## src/rtl/vga_timing_gen_pkg.sv

```systemverilog
// Shared coordinate type, sync bundle and 640x480@60 raster defaults used by
// the VGA timing generator and its consumers.
package vga_timing_pkg;

  typedef logic [9:0] coord_t;

  localparam int VGA_H_VISIBLE = 640;
  localparam int VGA_H_FP      = 16;
  localparam int VGA_H_SYNC    = 96;
  localparam int VGA_H_BP      = 48;
  localparam int VGA_V_VISIBLE = 480;
  localparam int VGA_V_FP      = 10;
  localparam int VGA_V_SYNC    = 2;
  localparam int VGA_V_BP      = 33;

  localparam int H_TOTAL   = VGA_H_VISIBLE + VGA_H_FP + VGA_H_SYNC + VGA_H_BP;
  localparam int V_TOTAL   = VGA_V_VISIBLE + VGA_V_FP + VGA_V_SYNC + VGA_V_BP;
  localparam int MAX_TOTAL = 1024;

  typedef struct packed {
    logic hs;
    logic vs;
    logic blank;
  } sync_t;

  // Idle raster level: both syncs released, nothing visible.
  localparam sync_t SYNC_IDLE = '{hs: 1'b1, vs: 1'b1, blank: 1'b0};

  function automatic logic in_span(coord_t c, int lo, int hi);
    int v;
    v = {22'd0, c};
    return (v >= lo) && (v < hi);
  endfunction

endpackage

```

## src/rtl/vga_timing_gen_sync_pipe.sv

```systemverilog
// Enable-gated shift register that delays the sync/blank bundle by DEPTH
// pixel ticks; DEPTH=0 is a straight wire.
module vga_sync_pipe #(
  parameter int               DEPTH     = 1,
  parameter int               WIDTH     = 3,
  parameter logic [WIDTH-1:0] RESET_VAL = '0
) (
  input  logic             Clk,
  input  logic             Reset,
  input  logic             en,
  input  logic [WIDTH-1:0] din,
  output logic [WIDTH-1:0] dout
);

  generate
    if (DEPTH == 0) begin : g_bypass
      logic unused_ctrl;
      assign unused_ctrl = ^{Clk, Reset, en};
      assign dout = din;
    end else begin : g_shift
      logic [WIDTH-1:0] stage [DEPTH];

      always_ff @(posedge Clk) begin
        if (Reset) begin
          for (int i = 0; i < DEPTH; i++) stage[i] <= RESET_VAL;
        end else if (en) begin
          stage[0] <= din;
          for (int i = 1; i < DEPTH; i++) stage[i] <= stage[i-1];
        end
      end

      assign dout = stage[DEPTH-1];
    end
  endgenerate

endmodule

```

## src/rtl/vga_timing_gen.sv

```systemverilog
// Raster timing source: pixel-enable divider, scan counters, sync/blank decode
// and a pixel-delayed sync copy lined up with the registered colour output.
module vga_timing_gen
  import vga_timing_pkg::*;
#(
  parameter int CLK_DIV    = 2,
  parameter int H_VISIBLE  = VGA_H_VISIBLE,
  parameter int H_FP       = VGA_H_FP,
  parameter int H_SYNC     = VGA_H_SYNC,
  parameter int H_BP       = VGA_H_BP,
  parameter int V_VISIBLE  = VGA_V_VISIBLE,
  parameter int V_FP       = VGA_V_FP,
  parameter int V_SYNC     = VGA_V_SYNC,
  parameter int V_BP       = VGA_V_BP,
  parameter int PIPE_DELAY = 1
) (
  input  logic   Clk,
  input  logic   Reset,
  output logic   pixel_ce,
  output coord_t DrawX,
  output coord_t DrawY,
  output logic   blank,
  output logic   hs,
  output logic   vs,
  output logic   hs_d,
  output logic   vs_d,
  output logic   blank_d,
  output logic   line_start,
  output logic   frame_start
);

  localparam int H_TOT    = H_VISIBLE + H_FP + H_SYNC + H_BP;
  localparam int V_TOT    = V_VISIBLE + V_FP + V_SYNC + V_BP;
  localparam int HS_START = H_VISIBLE + H_FP;
  localparam int HS_END   = HS_START + H_SYNC;
  localparam int VS_START = V_VISIBLE + V_FP;
  localparam int VS_END   = VS_START + V_SYNC;

  localparam coord_t H_LAST = coord_t'(H_TOT - 1);
  localparam coord_t V_LAST = coord_t'(V_TOT - 1);

  localparam int               DIV_W    = (CLK_DIV > 1) ? $clog2(CLK_DIV) : 1;
  localparam logic [DIV_W-1:0] DIV_LAST = DIV_W'(CLK_DIV - 1);

  generate
    if (H_TOT > MAX_TOTAL || V_TOT > MAX_TOTAL) begin : g_bad_total
      $error("vga_timing_gen: raster totals must not exceed 1024");
    end
    if (CLK_DIV < 1) begin : g_bad_div
      $error("vga_timing_gen: CLK_DIV must be at least 1");
    end
    if (PIPE_DELAY < 0 || PIPE_DELAY > 4) begin : g_bad_pipe
      $error("vga_timing_gen: PIPE_DELAY must be 0..4");
    end
  endgenerate

  logic [DIV_W-1:0] div_cnt;
  coord_t           x_next;
  coord_t           y_next;
  logic             x_wrap;
  logic             y_wrap;
  sync_t            sync_now;
  sync_t            sync_dly;

  // Pixel-enable divider; the strobe is masked while Reset is held.
  always_ff @(posedge Clk) begin
    if (Reset) begin
      div_cnt <= '0;
    end else if (div_cnt == DIV_LAST) begin
      div_cnt <= '0;
    end else begin
      div_cnt <= div_cnt + 1'b1;
    end
  end

  assign pixel_ce = (div_cnt == DIV_LAST) && !Reset;

  assign x_wrap = (DrawX == H_LAST);
  assign y_wrap = (DrawY == V_LAST);

  always_comb begin
    x_next = x_wrap ? '0 : DrawX + 1'b1;
    y_next = DrawY;
    if (x_wrap) begin
      y_next = y_wrap ? '0 : DrawY + 1'b1;
    end
  end

  // Sync and blank decode from the next position so they change in the same
  // edge as the counters and never lag DrawX/DrawY.
  always_ff @(posedge Clk) begin
    if (Reset) begin
      DrawX <= '0;
      DrawY <= '0;
      hs    <= SYNC_IDLE.hs;
      vs    <= SYNC_IDLE.vs;
      blank <= SYNC_IDLE.blank;
    end else if (pixel_ce) begin
      DrawX <= x_next;
      DrawY <= y_next;
      hs    <= !in_span(x_next, HS_START, HS_END);
      vs    <= !in_span(y_next, VS_START, VS_END);
      blank <= in_span(x_next, 0, H_VISIBLE) && in_span(y_next, 0, V_VISIBLE);
    end
  end

  assign line_start  = pixel_ce && x_wrap;
  assign frame_start = line_start && y_wrap;

  assign sync_now = '{hs: hs, vs: vs, blank: blank};

  vga_sync_pipe #(
    .DEPTH     (PIPE_DELAY),
    .WIDTH     ($bits(sync_t)),
    .RESET_VAL (SYNC_IDLE)
  ) u_sync_pipe (
    .Clk   (Clk),
    .Reset (Reset),
    .en    (pixel_ce),
    .din   (sync_now),
    .dout  (sync_dly)
  );

  assign hs_d    = sync_dly.hs;
  assign vs_d    = sync_dly.vs;
  assign blank_d = sync_dly.blank;

endmodule
```

## config.mk

```make
export PLATFORM = sky130hd
export DESIGN_NAME = vga_timing_gen
export DESIGN_NICKNAME = d
export VERILOG_FILES = /design/src/rtl/vga_timing_gen_pkg.sv /design/src/rtl/vga_timing_gen_sync_pipe.sv /design/src/rtl/vga_timing_gen.sv
export SDC_FILE = /design/constraint.sdc
export NUM_CORES = 1
export LEC_CHECK = 0
export BUFFER_PORTS_ARGS = -buffer_cell sky130_fd_sc_hd__clkbuf_2
export CORE_MARGIN = 3
export CORE_UTILIZATION = 55
export CTS_CLUSTER_DIAMETER = 80
export DETAILED_ROUTE_END_ITERATION = 10
export HOLD_SLACK_MARGIN = 0.08
export PLACE_DENSITY_LB_ADDON = 0.1
export SLEW_MARGIN = 20
export SYNTH_ARGS = -nofsm -noshare
export SYNTH_HDL_FRONTEND = slang
export SYNTH_SLANG_ARGS = --single-unit
```

## constraint.sdc

```tcl
create_clock -name Clk -period 5.2 [get_ports Clk]
set_input_delay 0.26 -clock Clk [delete_from_list [all_inputs] [get_ports Clk]]
set_output_delay 0.26 -clock Clk [all_outputs]
set_load 0.05 [all_outputs]
```

==> results.md <==
* Status: finished, final reports clean
* Yosys top cell area share at 30.5%
* Core area at 2590 sq um
* #FFs+latches synth at 27
* DR vias at 1,519
* Share of cells above drive strength 1 at 17.8%
* Hold_buf cts at 0
* Final core utilization at 67.5%
* Sequential area share after synthesis at 36.2%
* Pwr Density at 203 nW/um^2
* Worst setup EP type: output port
* Async set or reset register ratio after synthesis at 0%
* Internal reg-to-reg setup slack at 2.65 ns
* Initial antenna violation count at 0
* Grt met2 use at 32.0%
* DIE AREA at 3550 sq um
* Post-Syn Area at 1580 sq um
* TritonCTS clock tree: built
* Via-to-Cell Ratio at 6.10
* DIE WIDTH at 59.6 um
* Endpoints failing setup at 0
* IO Pins at 31
* First-pass GRT wire length at 6.09 mm
* R2R cell count at 6
* Worst Hold Class: input pin to flip-flop
* Worst path arrival time at 2.50 ns
* Input/output buffers at 30
* Leak at 0.635 nW
* Startpoint Class: flip-flop
* DR iter-0 viols at 109
* Synth cell types at 45
* Syn Area/Cell at 8.13 sq um
* Vias in the first global route at 1,303
* WHS Path Cells at 2
* Clk buf depth at 2
* Crit path from: DrawX[6]
* Largest net degree at the start of global routing at 25
* Post-CTS setup buffer count at 0
* Drt pass-1 iters at 4
* Fin area at 1750 sq um
* Routed Wire Length at 3.63 mm
* CTS H-tree lvls at 1
* Dpl cell area at 1720 sq um
* CTS clock-pin slew for the worst setup and hold paths at 0.15 ns
* DR WL/cell at 14.6 um
* Setup_tns at 0 ns
* Syn nets at 200
* Worst Skew at 0.00668 ns
* Synth warnings at 0
* Top post-synthesis cells by area: dfxtp_1 (30%), edfxtp_1 (5.7%), nor2_1 (5.7%), nand3_1 (4.4%), nand4_1 (4.4%)
* Crit Path Max Fanout at 16
* FMAX at 362 MHz
* Met1 Use GR at 32.4%
* Area growth, synth to finish at 10.8%
* Max-cap viol count at 0
* Ys flop type: dfxtp_1
* # DRC at 0
* Starting density of the core at 60.9%
* # diodes at 0
* Routability cong. at 0.864
* Post-synth EDFFs at 3
* Worst EP required at 4.94 ns
* Core Rows at 18
* GRT Overall Usage at 22.0%
* Grt total ovfl at 0
* Top cells by count, synth: dfxtp_1 (24), nor2_1 (24), nand2_1 (17)
* TritonCTS Buffers at 3
* Unrepaired setup endpoints after global routing: false
* Slew margin rel. at 42.5%
* Final nets at 226
* Peak supply drop at 0.000151 V
* Least-Margin Pin Slew at 0.862 ns
* Antenna-violating nets left at 0
* Setup Crit Path Kind: flip-flop to output port
* Resized Gates After CTS at 0
* Busiest grt layer: met1
* Clk root buf: clkbuf_4
* Min-delay src: Reset
* Crit share post-route at 53.1%
* Half-perimeter wire length after placement at 2.62 mm
* Min Tclk post-route at 2.76 ns
* R2r startpoint: DrawX[6]
* Syn Inst Count at 194
* Slew Viols, Final at 0
* CTS sink count at 27
* Final hold violations at 0
* Die span in y at 59.6 um
* Clock latency on the worst-skew pair at 0.32 ns
* Met3 usage at 3.70%
* Yosys top cell by area: dfxtp_1
[per-stage QoR]
| step | instances | hold WS (ns) | total power, mW | setup slack [ns] |
|---|---|---|---|---|
| 4_1_cts | 249 | 0.411 | 0.358 | 2.45 |
| 3_3_place_gp | 245 | 0.486 | 0.266 | 2.75 |
| 6_report | 249 | 0.400 | 0.354 | 2.44 |
| 3_5_place_dp | 245 | 0.497 | 0.267 | 2.66 |
| 2_1_floorplan | 194 | 0.349 | 0.257 | 2.37 |
| 5_1_grt | 249 | 0.436 | 0.368 | 2.19 |
[routing by layer]
layer,share of wire [%],wire [um]
met2,46,1670
met4,1.5,55
met1,48,1750
met5,0,0
met3,4.3,158
[state kept, by name, summed over array words and instances (netlist names)]
| signal | cells |
|---|---|
| div_cnt | 1 |
| DrawX | 10 |
| DrawY | 10 |
| vs | 1 |
| u_sync_pipe.g_shift.stage | 3 |
| blank | 1 |
| hs | 1 |
[power by group]
group          internal, mW  switching, mW
sequential            0.215        0.00987
combinational       0.00948         0.0281
clock                0.0288         0.0628
total                 0.254          0.101
[cells by family (layout without fill, tap and decap cells)]
logic type      after synthesis  in the layout  share of synthesized area (%)
compound gates               32             32                           12.8
xor+xnor                     10             10                           5.55
fa+ha+maj                     5              5                           3.81
buf+inv                      18             43                           5.00
flops                        27             27                           36.2
mux                           6              6                           3.81
simple gates                 96             96                           32.9
[final cells by class]
type / instances / area, sq um
clock buffer: 3 / 22.5
clock inverter: 1 / 5.00
fill: 224 / 842
inverter: 9 / 33.8
multi-input combinational: 149 / 928
sequential: 27 / 571
tap: 30 / 37.5
timing repair buffer: 30 / 150
[critical path: stages (launching register included)]
cell and delay (ns):
dfxtp_1 0.44, or4b_4 0.61, nor3_4 0.54, nand2_1 0.14, nor2_1 0.15, clkbuf_2 0.30
[cells in the final DEF (no fill, tap or decap), drive strengths merged, types with 3 or more instances in the layout]
master	instances
nand2b	3
xnor2	6
edfxtp	3
mux2i	6
nor3	4
o21ai	9
clkbuf	33
a21oi	9
nand2	18
nor4	5
nand4	11
dfxtp	24
inv	9
xor2	4
ha	4
a211oi	4
and2	4
nand3	14
nor2	24
[final timing paths]
kind,to
min reg2reg,blank
max reg2reg,blank
max,frame_start
min,DrawY[3]
Power figures use the tool's default switching activity.
